**config.mk**
```make
export PLATFORM = sky130hd
export DESIGN_NAME = addsub_rr_arbiter
export DESIGN_NICKNAME = d
export VERILOG_FILES = /design/src/rtl/addsub_rr_arbiter_pkg.sv /design/src/rtl/addsub_core.sv /design/src/rtl/addsub_rr_arbiter.sv
export SDC_FILE = /design/constraint.sdc
export NUM_CORES = 1
export LEC_CHECK = 0
export ABC_AREA = 1
export BUFFER_PORTS_ARGS = -buffer_cell sky130_fd_sc_hd__buf_2
export CAP_MARGIN = 25
export CORE_MARGIN = 2
export CORE_UTILIZATION = 35
export CTS_BUF_LIST = sky130_fd_sc_hd__clkbuf_16
export CTS_CLUSTER_DIAMETER = 50
export CTS_CLUSTER_SIZE = 16
export DETAILED_ROUTE_END_ITERATION = 12
export PLACE_DENSITY = 0.66
export SYNTH_ARGS = -nofsm -noshare
export SYNTH_HDL_FRONTEND = slang
export SYNTH_SLANG_ARGS = --single-unit
```
**constraint.sdc**
```tcl
create_clock -name clk -period 3.1 [get_ports clk]
set_clock_uncertainty 0.1 [all_clocks]
set_input_delay 0.155 -clock clk [delete_from_list [all_inputs] [get_ports clk]]
set_output_delay 0.155 -clock clk [all_outputs]
set_load 0.005 [all_outputs]
```
**src/rtl/addsub_rr_arbiter_pkg.sv**
```systemverilog
// rtl/addsub_rr_arbiter_pkg.sv - shared constants for the round-robin add/subtract arbiter
// Purpose: default datapath width, op encoding and overflow counter sizing.
package addsub_rr_arbiter_pkg;

   localparam int ADDSUB_WIDTH = 8;

   localparam logic OP_ADD = 1'b0;
   localparam logic OP_SUB = 1'b1;

   localparam int                   OVF_CNT_W   = 8;
   localparam logic [OVF_CNT_W-1:0] OVF_CNT_MAX = '1;

endpackage

```
**src/rtl/addsub_core.sv**
```systemverilog
// rtl/addsub_core.sv - combinational signed add/subtract with overflow detect
// Ports: a, b (operands), op (OP_ADD/OP_SUB) -> sum (mod 2^WIDTH), overflow (signed).
module addsub_core
   import addsub_rr_arbiter_pkg::*;
#(
   parameter int WIDTH = ADDSUB_WIDTH
) (
   input  logic [WIDTH-1:0] a,
   input  logic [WIDTH-1:0] b,
   input  logic             op,
   output logic [WIDTH-1:0] sum,
   output logic             overflow
);

   logic [WIDTH-1:0] b_eff;
   logic [WIDTH-1:0] cin_vec;

   // Subtraction is a + ~b + 1; the carry-out is dropped by the truncating add.
   assign b_eff   = (op == OP_SUB) ? ~b : b;
   assign cin_vec = {{(WIDTH-1){1'b0}}, (op == OP_SUB)};
   assign sum     = a + b_eff + cin_vec;

   // Overflow: both effective operands share a sign that the result does not.
   assign overflow = (a[WIDTH-1] == b_eff[WIDTH-1]) && (sum[WIDTH-1] != a[WIDTH-1]);

endmodule

```
**src/rtl/addsub_rr_arbiter.sv**
```systemverilog
// rtl/addsub_rr_arbiter.sv - two-requester round-robin front end for a shared add/sub core
// Ports: clk, rst_n (async active-low); reqN_valid/ready/a/b/op per requester;
//        rsp_valid/ready/sum/overflow/id single-entry result buffer;
//        ovf_count0/1 saturating per-requester overflow counters.
module addsub_rr_arbiter
   import addsub_rr_arbiter_pkg::*;
#(
   parameter int WIDTH = ADDSUB_WIDTH
) (
   input  logic                 clk,
   input  logic                 rst_n,
   input  logic                 req0_valid,
   output logic                 req0_ready,
   input  logic [WIDTH-1:0]     req0_a,
   input  logic [WIDTH-1:0]     req0_b,
   input  logic                 req0_op,
   input  logic                 req1_valid,
   output logic                 req1_ready,
   input  logic [WIDTH-1:0]     req1_a,
   input  logic [WIDTH-1:0]     req1_b,
   input  logic                 req1_op,
   output logic                 rsp_valid,
   input  logic                 rsp_ready,
   output logic [WIDTH-1:0]     rsp_sum,
   output logic                 rsp_overflow,
   output logic                 rsp_id,
   output logic [OVF_CNT_W-1:0] ovf_count0,
   output logic [OVF_CNT_W-1:0] ovf_count1
);

   logic             prio;
   logic             can_accept;
   logic             winner;
   logic             grant;
   logic [WIDTH-1:0] sel_a;
   logic [WIDTH-1:0] sel_b;
   logic             sel_op;
   logic [WIDTH-1:0] core_sum;
   logic             core_ovf;

   assign can_accept = !rsp_valid || rsp_ready;

   // Contention goes to prio; otherwise whichever side is valid (idle defaults to 0,
   // harmless because grant is gated by any-valid).
   assign winner = (req0_valid && req1_valid) ? prio : req1_valid;
   assign grant  = can_accept && (req0_valid || req1_valid);

   assign req0_ready = grant && !winner;
   assign req1_ready = grant &&  winner;

   assign sel_a  = winner ? req1_a  : req0_a;
   assign sel_b  = winner ? req1_b  : req0_b;
   assign sel_op = winner ? req1_op : req0_op;

   addsub_core #(.WIDTH(WIDTH)) u_core (
      .a        (sel_a),
      .b        (sel_b),
      .op       (sel_op),
      .sum      (core_sum),
      .overflow (core_ovf)
   );

   always_ff @(posedge clk or negedge rst_n) begin
      if (!rst_n) begin
         prio         <= 1'b0;
         rsp_valid    <= 1'b0;
         rsp_sum      <= '0;
         rsp_overflow <= 1'b0;
         rsp_id       <= 1'b0;
      end else if (grant) begin
         prio         <= ~winner;
         rsp_valid    <= 1'b1;
         rsp_sum      <= core_sum;
         rsp_overflow <= core_ovf;
         rsp_id       <= winner;
      end else if (rsp_ready) begin
         // Drain without reload: payload is left stale on purpose.
         rsp_valid    <= 1'b0;
      end
   end

   always_ff @(posedge clk or negedge rst_n) begin
      if (!rst_n) begin
         ovf_count0 <= '0;
         ovf_count1 <= '0;
      end else if (grant && core_ovf) begin
         if (!winner && ovf_count0 != OVF_CNT_MAX) ovf_count0 <= ovf_count0 + 1'b1;
         if ( winner && ovf_count1 != OVF_CNT_MAX) ovf_count1 <= ovf_count1 + 1'b1;
      end
   end

endmodule
```
; Yosys cells after proc, flatten, opt, wreduce, memory -nomap -nowiden
; Cells that the tools add are included.
; W data, S select, Z words.
[word_totals]
output_inout_bits = 29
register_bits = 28
input_bits = 39
[classes]
n_bitwise = 2
addsub = 4
eq_ne = 4
n_reduce_logical = 15
muxes = 7
[ops]
columns = op, n
row1 = $mux W8, 3
row2 = $add A8 B1 Y8 const B, 2
row3 = $ne A8 B8 Y1 const B, 2
row4 = $add A8 B1 Y8, 1
row5 = $add A8 B8 Y8, 1
row6 = $logic_and A1 B1 Y1, 8
row7 = $not A8 Y8, 1
row8 = $mux W1, 4
row9 = $reduce_and A2 Y1, 2
row10 = $logic_not A1 Y1, 2
row11 = $logic_or A1 B1 Y1, 2
row12 = $reduce_bool A2 Y1, 1
row13 = $eq A1 B1 Y1, 1
row14 = $ne A1 B1 Y1, 1
row15 = $not A1 Y1, 1

; Depth between registers and ports, before layout
; Gate-level depths: netlist of run 1.
[depth]
ltp_word = 11
mapped_depth = 21
depth_no_buf = 19

; Modules after synthesis
; From an unflattened synthesis of run 1, not the netlist that was laid out.
[hier_totals]
cells_unflattened = 331
hier_area_um2 = 2209.6
[modules_own_cells]
columns = mod, cells_per_inst, n_inst, area_per_inst_um2
row1 = addsub_rr_arbiter, 248, 1, 1711.6
row2 = addsub_core, 83, 1, 498.0

; Least setup slack after synthesis of run 1
; OpenSTA, ideal clock, no wires.
[synth_timing]
path_type = reg2reg
startpoint = register prio
endpoint = register ovf_count0[0]
setup_ns = 0.119
synth_period_minus_slack_ns = 3.021
n_path_buf = 3
stages_incl_launch_ff = 22
t_required_ns = 2.881
t_arrival_ns = 2.802
path_slack_ns = 0.079
path_cell_list = dfrtp_1 inv_1 nand2_2 nand2_4 buf_8 clkbuf_1 mux2i_1 xor2_1 ha_1 nand2_1 inv_1 nand3_1 nand2_2 nand2_1 nand2_1 nand2_1 nand3_2 nand2_2 nor2_4 buf_6 nand3_1 nand2_1
[synth_via]
elab_chain_cells = 10
elab_cells_between_ends = 15
cone_classes = 2 x add/sub / 2 x eq/ne / 5 x mux / 1 x bitwise / 5 x reduce/logical
[synth_rtl]
columns = item, line
row1 = from (decl), addsub_rr_arbiter.sv:31  ; logic prio;
row2 = from (signal assigned), addsub_rr_arbiter.sv:71  ; prio <= ~winner;
row3 = $mux W1 (*), addsub_rr_arbiter.sv:45  ; assign winner = (req0_valid && req1_valid) ? prio : req1_valid;
row4 = $mux W8, addsub_rr_arbiter.sv:52  ; assign sel_b = winner ? req1_b : req0_b;
row5 = $not A8 Y8, addsub_core.sv:19  ; assign b_eff = (op == OP_SUB) ? ~b : b;
row6 = $mux W8, addsub_core.sv:19
row7 = $add A8 B8 Y8, addsub_core.sv:21  ; assign sum = a + b_eff + cin_vec;
row8 = $add A8 B1 Y8, addsub_core.sv:21
row9 = $ne A1 B1 Y1, addsub_core.sv:24  ; assign overflow = (a[WIDTH-1] == b_eff[WIDTH-1]) && (sum[WIDTH-1] != a[WIDTH-1]);
row10 = $logic_and A1 B1 Y1, addsub_core.sv:24
row11 = $logic_and A1 B1 Y1, addsub_rr_arbiter.sv:86  ; end else if (grant && core_ovf) begin
row12 = $reduce_and A2 Y1 (no source line) (*), n/a
row13 = to (signal assigned), addsub_rr_arbiter.sv:87  ; if (!winner && ovf_count0 != OVF_CNT_MAX) ovf_count0 <= ovf_count0 + 1'b1;
row14 = to (decl), addsub_rr_arbiter.sv:27  ; output logic [OVF_CNT_W-1:0] ovf_count0,
; Every way passes the cells marked *; elsewhere a longest branch is shown, timed or not.
; A chain may end at the register's enable or synchronous reset.

; Worst setup path after layout of run 1
; Ends and elaborated chain as after synthesis.

==> impl_metrics.tcl, run 1 <==
set metrics [dict create \
    outcome "finished clean" \
    place_congestion 0.811 \
    worstHoldStart "rsp_ready" \
    grt_use_total_pct 15.2 \
    hp-class "in -> reg" \
    antennaDiodeCount 0 \
    cp_common_cell "nand2_1" \
    postRouteWirelength_mm 4.71 \
    h-tree-depth 1 \
    overflow 0 \
    drt-pass1-iter-count 4 \
    via_per_inst 4.61 \
    critical_path_arrival_ns 2.89 \
    post-route-util_pct 47.0 \
    cts_made_buffers 3 \
    p_leak_nw 1.51 \
    fmax_mhz 353 \
    p_sw_mw 0.546 \
    synth_top_area_share_pct 33.9 \
    grt_max_degree 29 \
    p_comb_share_pct 42.5 \
    path_clk_slew_ns 0.06 \
    root_buffer "clkbuf_16" \
    crit_type "reg -> reg" \
    grt_pass1_wl_mm 8.03 \
    clock_sinks 28 \
    syn-num-nets 323 \
    die_y_um 80.8 \
    first_global_vias 1830 \
    area_delta_synth_final_pct 27.6 \
    cts_tree "done" \
    postPlaceCellArea_um2 2490 \
    synth.distinct_cells 31 \
    syn_inst 275 \
    setup-tns-final_ns 0 \
    start_kind "flop" \
    rr_endpoint "ovf_count0[0]" \
    drv_slew 0 \
    p_per_area_nw_per_um2 554 \
    synth_area_um2 2060 \
    hpwl_mm 3.75 \
    fp-row-count 27 \
    drive_gt1_share_pct 29.3 \
    finalSetupViolations 0 \
    start_util_pct 36.8 \
    final_cell_count_no_fill 423 \
    relSlewSlack_pct 58.4 \
    worstSetupEndpointType "flop" \
    setup_slack_ns 0.269 \
    dpl.cell_count 415 \
    ant_nets 0 \
    critPathRequiredTime_ns 3.15 \
    tightest_slew_ns 0.624 \
    final_cell_area_um2 2630 \
    dp_slack_ns 0.0539 \
    cts_max_path_buffers 2 \
    path_max_fanout 13 \
    total_power_mw 1.46 \
    path_cells "inv_2, nand2_4, nand2_8, mux2i_2, xor2_1, ha_1, a21oi_1, o21ai_0, a21oi_2, nand2_1, nand2_1, nand3_2, nand2_2, nor2_4, buf_4, nand3_1, nand2_1" \
    p_clk_share_pct 19.7 \
    swShare_pct 37.4 \
    ys_ff_latch 28 \
    rsz0062_at_grt "false" \
    die_area_um2 6530 \
    cell_internal_pwr_mw 0.914 \
    die_width_um 80.8 \
    holdWs_ns 0.0750 \
    syn_area_per_cell_um2 7.51 \
    core_area_um2 5610 \
    hold_viol 0 \
    ios 68 \
    cp_slowest_stage_delay_ns 0.37 \
    hold_end "rsp_valid" \
    reg2reg_from "prio" \
    cp_slowest_cell "dfrtp_1" \
    synth_warnings 0 \
    wl_per_cell_um 11.1 \
    period_needed_ns 2.83 \
    hold_depth 4 \
    vias 1950 \
    r2r_slack_ns 0.27 \
    ys_top_cells_by_area "dfrtp_1 34%, nand2_1 17%, xor2_1 7.6%, nand3_1 7.0%, ha_1 4.8%" \
    drt_drc_violations_left 0 \
    min_period_over_period_pct 91.3 \
    synth_top_area_cell "dfrtp_1" \
    final_nets 401 \
    cap_violations 0 \
    synth-seq-area-share_pct 33.9 \
    ir_drop_uv 247 \
    crit_buf_inv 2 \
    clk-insertion-delay-late_ns 0.26 \
    seqPwrFrac_pct 37.8 \
    port_buffers 67 \
    antenna_found_initial 0 \
    drt_iter0_markers 78 \
    rr_worst_depth 17 \
    crit_family "simple AND/OR/NAND/NOR gates" \
]
-- tightest hold or removal path: cells and delay by family --
family / cells / cell delay (ns)
AND/OR/NAND/NOR: 2 / 0.10
buffers and inverters: 2 / 0.14
-- routing by layer --
metal / global-route usage, % / vias to the layer above / share of wire [%]
li1: - / 1036 / -
met1: 19.5 / 863 / 47
met2: 26.8 / 47 / 48
met3: 2.00 / 4 / 4.1
met4: 4.41 / 0 / 0.96
met5: 0 / - / 0
-- cells by family (layout without fill, tap and decap cells) --
family	count (synthesis)	in the layout	synth area share [%]
compound gates	23	23	6.97
xor+xnor	23	23	9.76
fa+ha+maj	9	9	5.82
buf+inv	31	107	6.73
flops	28	28	33.9
mux	6	6	2.91
simple gates	155	155	33.9
-- cell usage in the layout (no fill, tap or decap), types with 2 or more instances in the layout --
cell type	instances
ha_1	8
inv_2	3
xor2_1	18
mux2i_2	2
o21ai_0	9
o21ai_1	2
dfrtp_1	28
a21oi_1	2
xnor2_1	5
clkbuf_16	3
buf_2	67
buf_4	10
nand2_4	2
nor2_1	9
mux2i_1	4
nand3_1	29
nand3_2	3
nor3_1	3
inv_1	23
nand2_1	96
a31oi_1	5
nand2_2	7
nand4_1	2
-- repair_timing --
action	in CTS	in global routing
hold buffers	1	0
buffers inserted	0	4
setup endpoints to repair	0	16
hold endpoints to repair	28	0
resized for setup	0	6
-- worst max-delay path by stage --
stage | cells past startpoint | from | slack (ns) | end
final | 17 | prio | 0.27 | ovf_count0[0]
after global placement | 14 | prio | 0.15 | ovf_count0[1]
after floorplan | 21 | prio | 0.08 | ovf_count0[0]
after CTS | 14 | prio | 0.03 | ovf_count0[6]
after global routing | 17 | prio | 0.03 | ovf_count0[6]
after detailed placement | 14 | prio | 0.05 | ovf_count0[6]
-- power by group through the flow --
stage	Combinational [mW]	Sequential (mW)	Clock, mW
floorplan	0.393	0.545	0
global placement	0.595	0.551	0
detailed placement	0.609	0.552	0
CTS	0.610	0.548	0.295
global route	0.714	0.561	0.312
finish	0.621	0.551	0.288
-- cell usage after synthesis, drive strengths merged --
cell,instances
a21o,1
a21oi,3
nand3,32
ha,8
buf,3
nor2,10
a21boi,1
inv,26
fa,1
dfrtp,28
xor2,18
clkbuf,2
a31oi,5
nand2,106
nand4,2
mux2i,6
nor3,3
o21ai,12
o21bai,1
xnor2,5
nand3b,2
-- registers in the layout, summed over array words and instances, names as in the netlist --
| name | flops |
|---|---|
| rsp_overflow | 1 |
| rsp_sum | 8 |
| ovf_count0 | 8 |
| rsp_id | 1 |
| rsp_valid | 1 |
| prio | 1 |
| ovf_count1 | 8 |
-- layout make-up --
class	count	area (um2)
Clock buffer	3	75.1
Fill cell	585	2970
Inverter	26	97.6
Multi-Input combinational cell	216	1250
Sequential cell	28	701
Tap cell	72	90.1
Timing Repair Buffer	78	420
(Power assumes the default switching activity.)
==> run 2: changes to the inputs <==
--- a/config.mk
+++ b/config.mk
@@ -9,12 +9,12 @@
 export BUFFER_PORTS_ARGS = -buffer_cell sky130_fd_sc_hd__buf_2
 export CAP_MARGIN = 25
 export CORE_MARGIN = 2
-export CORE_UTILIZATION = 35
+export CORE_UTILIZATION = 46
 export CTS_BUF_LIST = sky130_fd_sc_hd__clkbuf_16
 export CTS_CLUSTER_DIAMETER = 50
 export CTS_CLUSTER_SIZE = 16
 export DETAILED_ROUTE_END_ITERATION = 12
-export PLACE_DENSITY = 0.66
+export PLACE_DENSITY = 0.82
 export SYNTH_ARGS = -nofsm -noshare
 export SYNTH_HDL_FRONTEND = slang
 export SYNTH_SLANG_ARGS = --single-unit
==> run 2 against run 1 <==
  * Worst hold slack lost 0.014 ns
  * Fmax is 0.26% higher
  * Utilization increased by 14 points
  * Die area down 23%
  * Cell count is 4.3% lower
  * Critical path type unchanged
==> impl_metrics.tcl, run 2 (synthesis gave the netlist of run 1 again) <==
set metrics [dict create \
    cap_violations 0 \
    finalSetupViolations 0 \
    highest_layer "met4" \
    critPathRequiredTime_ns 3.20 \
    place_congestion 0.819 \
    crit_type "reg -> reg" \
    rsz0062_at_grt "false" \
    die_y_um 71.0 \
    hp-class "in -> reg" \
    die_width_um 71.0 \
    vias 2053 \
    start_util_pct 47.7 \
    p_sw_mw 0.566 \
    via_per_inst 5.07 \
    path_max_fanout 16 \
    p_comb_share_pct 40.6 \
    cts_max_path_buffers 2 \
    drive_gt1_share_pct 29.5 \
    relSlewSlack_pct 59.2 \
    h-tree-depth 1 \
    tightest_slew_ns 0.612 \
    area_delta_synth_final_pct 28.6 \
    core_area_um2 4320 \
    cts_tree "done" \
    cts_made_buffers 3 \
    hpwl_mm 3.65 \
    swShare_pct 36.0 \
    ant_nets 0 \
    grt_use_total_pct 19.3 \
    postRouteWirelength_mm 4.84 \
    grt_max_degree 29 \
    fp-row-count 24 \
    grt_pass1_wl_mm 8.07 \
    m1WireLength_mm 2.23 \
    dr_wl_met2_mm 2.38 \
    final_nets 402 \
    largest_registers "ovf_count0 x8, ovf_count1 x8, rsp_sum x8" \
    antenna_found_initial 0 \
    fmax_mhz 354 \
    root_buffer "clkbuf_16" \
    critical_path_arrival_ns 2.93 \
    drv_slew 0 \
    seqPwrFrac_pct 34.7 \
    drt_iter0_markers 77 \
    die_area_um2 5040 \
    clock_sinks 28 \
    antennaDiodeCount 0 \
    drt-pass1-iter-count 4 \
    final_common_cell "nand2_1" \
    cell_internal_pwr_mw 1.01 \
    mostFrequentLayoutCells "96 x nand2_1, 67 x buf_2, 29 x nand3_1" \
    period_needed_ns 2.82 \
    drt_drc_violations_left 0 \
    overflow 0 \
    clk-insertion-delay-late_ns 0.26 \
    outcome "finished clean" \
    min_period_over_period_pct 91.1 \
    wl_met3_um 186 \
    wl_per_cell_um 11.9 \
    first_global_vias 1863 \
    r2r_slack_ns 0.28 \
    path_clk_slew_ns 0.07 \
    ir_drop_uv 306 \
    worstSetupEndpointType "flop" \
    start_kind "flop" \
    p_clk_share_pct 24.7 \
    ios 68 \
    port_buffers 67 \
    setup-tns-final_ns 0 \
    p_per_area_nw_per_um2 592 \
    hold_viol 0 \
    post-route-util_pct 61.4 \
    p_leak_nw 1.54 \
]
## run 2: cell types whose count changed in the layout (fill, tap and decap cells not counted), sizes merged
cell | before | now
bufinv | 0 | 1
buf | 77 | 78
## run 2: metrics by stage
stage	hold WS (ns)	setup slack [ns]	std cells	area [um2]	total power, mW
2_1_floorplan	-0.241	0.0791	275	2060	0.937
3_3_place_gp	0.0963	0.151	394	2460	1.13
3_5_place_dp	0.107	0.0375	394	2460	1.16
4_1_cts	0.0646	0.0211	399	2580	1.54
5_1_grt	0.0837	0.0180	405	2660	1.68
6_report	0.0615	0.276	405	2660	1.57
## run 2: critical path, stage by stage (launching register included)
cell and delay, ns:
dfrtp_1 0.37, inv_2 0.10, nand2_4 0.09, nand2_8 0.14, buf_4 0.20, mux2i_2 0.23, xor2_1 0.09, ha_1 0.32
inv_1 0.07, nor3_1 0.16, nand2_1 0.12, nand2_1 0.09, nand2_1 0.08, nand3_2 0.10, nand2_2 0.08, nor2_4 0.13
buf_12 0.14, nand3_1 0.07, nand2_1 0.07
## run 2: path summary, 6_finish.rpt
path	startpoint	end	cells after the start
max	prio	ovf_count0[6]	18
min	rsp_ready	rsp_valid	4
max reg2reg	prio	ovf_count0[6]	18
min reg2reg	rsp_id	rsp_id	2
max in group asynchronous	rst_n	rsp_valid	2
min in group asynchronous	rst_n	ovf_count0[1]	2
## run 2: routing by layer
metal	GRT usage [%]	up-vias
met5	0	-
met4	5.03	0
met3	1.42	5
met2	34.2	48
met1	25.5	961
li1	-	1039
## run 2: timing repair
| item | CTS | global route |
|---|---|---|
| setup buffers | 0 | 6 |
| endpoints found under the hold margin | 28 | 0 |
| endpoints found under the setup margin | 0 | 16 |
| gates resized for setup | 0 | 5 |
| hold buffers | 1 | 0 |
## run 2: power groups by stage
stage               Clock [mW]  Combinational [mW]  Sequential, mW
floorplan                    0               0.393           0.545
global placement             0               0.585           0.547
detailed placement           0               0.608           0.549
CTS                      0.387               0.613           0.544
global route             0.399               0.724           0.557
finish                   0.387               0.638           0.546
## run 2: area by class of cell
type	instances	area, um2
fill	396	1670
multi-input combinational	216	1250
sequential	28	701
timing repair buffer	79	440
inverter	26	97.6
clock buffer	3	75.1
tap	52	65.1
clock inverter	1	30.0
==> run 3: changes to the inputs <==
--- a/config.mk
+++ b/config.mk
@@ -9,12 +9,14 @@
 export BUFFER_PORTS_ARGS = -buffer_cell sky130_fd_sc_hd__buf_2
 export CAP_MARGIN = 25
 export CORE_MARGIN = 2
-export CORE_UTILIZATION = 46
+export CORE_UTILIZATION = 47
 export CTS_BUF_LIST = sky130_fd_sc_hd__clkbuf_16
 export CTS_CLUSTER_DIAMETER = 50
 export CTS_CLUSTER_SIZE = 16
 export DETAILED_ROUTE_END_ITERATION = 12
 export PLACE_DENSITY = 0.82
+export RECOVER_POWER = 50
 export SYNTH_ARGS = -nofsm -noshare
 export SYNTH_HDL_FRONTEND = slang
+export SYNTH_HIERARCHICAL = 1
 export SYNTH_SLANG_ARGS = --single-unit
==> run 3 against run 2 <==
  * Critical path depth rose by 3
  * Routed wire length increased by 0.14%
  * Design area increased by 1.9%
  * Area after synthesis is 7.0% higher
  * Die area up 4.5%
  * Sequential power fell by 0.7%
  * Worst setup slack got worse by 0.043 ns
  * Non-clock buffer count shrank 7
  * Highest routed layer unchanged
==> impl_metrics.tcl, run 3 <==
set metrics [dict create \
    final_nets 450 \
    antenna_found_initial 0 \
    synth_warnings 6 \
    die_width_um 72.6 \
    cts_tree "done" \
    rr_worst_depth 21 \
    syn-num-nets 379 \
    synth_top_family_by_area "simple AND/OR/NAND/NOR gates" \
    vias 2206 \
    fp-row-count 24 \
    synth-adder-area-share_pct 5.44 \
    relSlewSlack_pct 2.11 \
    synth.distinct_cells 29 \
    cp_slowest_stage_delay_ns 0.41 \
    worstSetupEndpointType "flop" \
    syn_area_per_cell_um2 6.68 \
    crit_type "reg -> reg" \
    drt_iter0_markers 84 \
    hp-class "in -> reg" \
    h-tree-depth 1 \
    postRouteWirelength_mm 4.85 \
    muxShareOfSynthArea_pct 0 \
    clk-insertion-delay-late_ns 0.26 \
    clock_sinks 28 \
    final_cell_count_no_fill 453 \
    wl_per_cell_um 10.7 \
    synth_top_area_share_pct 31.7 \
    rsz0062_at_grt "false" \
    start_kind "flop" \
    path_max_fanout 13 \
    synth_commonest_cells "175 x nand2_1, 30 x inv_1, 28 x dfrtp_1, 14 x nor2_1" \
    drt-pass1-iter-count 5 \
    place_congestion 0.838 \
    period_needed_ns 2.87 \
    mostFrequentLayoutCells "174 x nand2_1, 61 x buf_2, 30 x inv_1" \
    yosys.area_share.simple_pct 45.5 \
    port_buffers 67 \
    rr_endpoint "ovf_count1[3]" \
    synth_edf_count 0 \
    synth_xor_xnor_area_share_pct 5.95 \
    drt_drc_violations_left 0 \
    via_per_inst 4.87 \
    hold_depth 4 \
    antennaDiodeCount 0 \
    cts_made_buffers 3 \
    grt_max_degree 29 \
    ios 68 \
    critPathRequiredTime_ns 3.16 \
    synth-main-ff-cell "dfrtp_1" \
    finalSetupViolations 0 \
    fmax_mhz 349 \
    synth.most_common_cell "nand2_1" \
    hpwl_mm 3.90 \
    drv_slew 0 \
    ant_nets 0 \
    r2r_slack_ns 0.23 \
    die_y_um 72.6 \
    final_common_cell "nand2_1" \
    overflow 0 \
    path_cells "nor2_2, nor2_4, buf_4, nand2_1, nand2_1, xnor2_2, inv_1, ha_1, nand2_1, inv_1, nand3_2, nand2_2, nand2_2, nand2_1, nand2_1, nand2_1, inv_1, nor2_8, nand3_4, nand2_1, nand2_1" \
    cp_slowest_cell "dfrtp_1" \
    cap_violations 0 \
    grt_pass1_wl_mm 8.02 \
    path_clk_slew_ns 0.07 \
    ys_top_cells_by_area "dfrtp_1 32%, nand2_1 30%, inv_1 5.1%, ha_1 4.5%, xor2_1 3.6%" \
    n_fill_cell 414 \
    area_delta_synth_final_pct 22.5 \
    synth_compound_area_share_pct 3.51 \
    synth_area_um2 2210 \
    reg2reg_from "prio" \
    ys_async_sr_fraction_pct 100 \
    dpl.cell_count 448 \
    worstHoldStart "rsp_ready" \
    tightest_slew_ns 1.47 \
    largest_registers "ovf_count0 x8, ovf_count1 x8, rsp_sum x8" \
    synth_top_area_cell "dfrtp_1" \
    min_period_over_period_pct 92.5 \
    ir_drop_uv 271 \
    cts_max_path_buffers 2 \
    drive_gt1_share_pct 24.2 \
    ys_ff_latch 28 \
    synth-seq-area-share_pct 31.7 \
    postPlaceCellArea_um2 2600 \
    root_buffer "clkbuf_16" \
    p_per_area_nw_per_um2 551 \
    syn_inst 331 \
    final_cell_area_um2 2710 \
    core_area_um2 4440 \
    p_leak_nw 1.61 \
    die_area_um2 5270 \
    total_power_mw 1.49 \
    start_util_pct 49.7 \
    first_global_vias 1934 \
    hold_viol 0 \
    cp_common_cell "nand2_1" \
    grt_use_total_pct 19.0 \
    hold_end "rsp_valid" \
    critical_path_arrival_ns 2.93 \
    setup-tns-final_ns 0 \
    outcome "finished clean" \
]
==> run 3: worst max path at each step <==
stage	startpoint	to	slack, ns	depth (start not counted)
finish	prio	ovf_count1[3]	0.23	21
global route	prio	ovf_count1[1]	0.008	16
CTS	prio	ovf_count0[5]	0.04	20
detailed placement	prio	ovf_count1[1]	0.05	20
global placement	prio	ovf_count1[4]	0.19	20
floorplan	prio	ovf_count0[4]	0.23	22
==> run 3: cells by family (layout without fill, tap and decap cells) <==
logic type	Yosys count	count (layout)
adder cells (fa/ha/maj)	9	9
buffers and inverters	41	111
XOR/XNOR	15	15
AND/OR/NAND/NOR	226	226
AO/OA/AOI/OAI	12	12
flip-flops	28	28
==> run 3: report_power, final <==
group	switching, mW	leakage (nW)	total [mW]	internal, mW
logic	0.377	1.21	0.654	0.276
registers	0.0820	0.363	0.542	0.460
clock network	0.122	0.0385	0.295	0.173
total	0.581	1.61	1.49	0.909
==> run 3: per-layer routing <==
layer	track usage (%)	part of all wire (%)	wire (um)	vias up
met4	6.79	1.4	70	0
met2	34.0	47	2280	69
met3	0.833	4.9	238	5
met5	0	0	0	-
li1	-	-	-	1152
met1	24.2	46	2250	980
==> run 3: final cells by class <==
| cell class | instances | area (um2) | share of cell area [%] |
|---|---|---|---|
| repair buffers | 72 | 372 | 13.7 |
| multi-input cells | 262 | 1350 | 50.0 |
| well taps | 52 | 65.1 | 2.40 |
| clock buffers | 3 | 75.1 | 2.77 |
| flip-flops and latches | 28 | 701 | 25.9 |
| inverters | 35 | 136 | 5.04 |
| clock inverters | 1 | 3.75 | 0.139 |
==> run 3: critical path: cells and delay by family, from the launching register on <==
family | cells | cell delay, ns
adders and majority gates | 1 | 0.28
xor gates and xnor gates | 1 | 0.19
and+or+nand+nor | 15 | 1.35
DFF | 1 | 0.41
buffers and inverters | 4 | 0.42
==> run 3: repair_timing <==
item / in CTS / in global routing
hold endpoints to repair: 28 / 0
gates resized for setup: 0 / 6
buffers inserted: 0 / 0
hold buffers: 1 / 0
endpoints found under the setup margin: 0 / 16
==> run 3: metrics by stage <==
| step | utilization (%) | hold WS, ns | setup WS (ns) |
|---|---|---|---|
| floorplan | - | -0.241 | 0.230 |
| global placement | 58.5 | 0.0997 | 0.191 |
| detailed placement | 58.5 | 0.111 | 0.0527 |
| CTS | 60.5 | 0.146 | 0.0380 |
| global route | 60.9 | 0.183 | 0.00781 |
| finish | 60.9 | 0.141 | 0.233 |
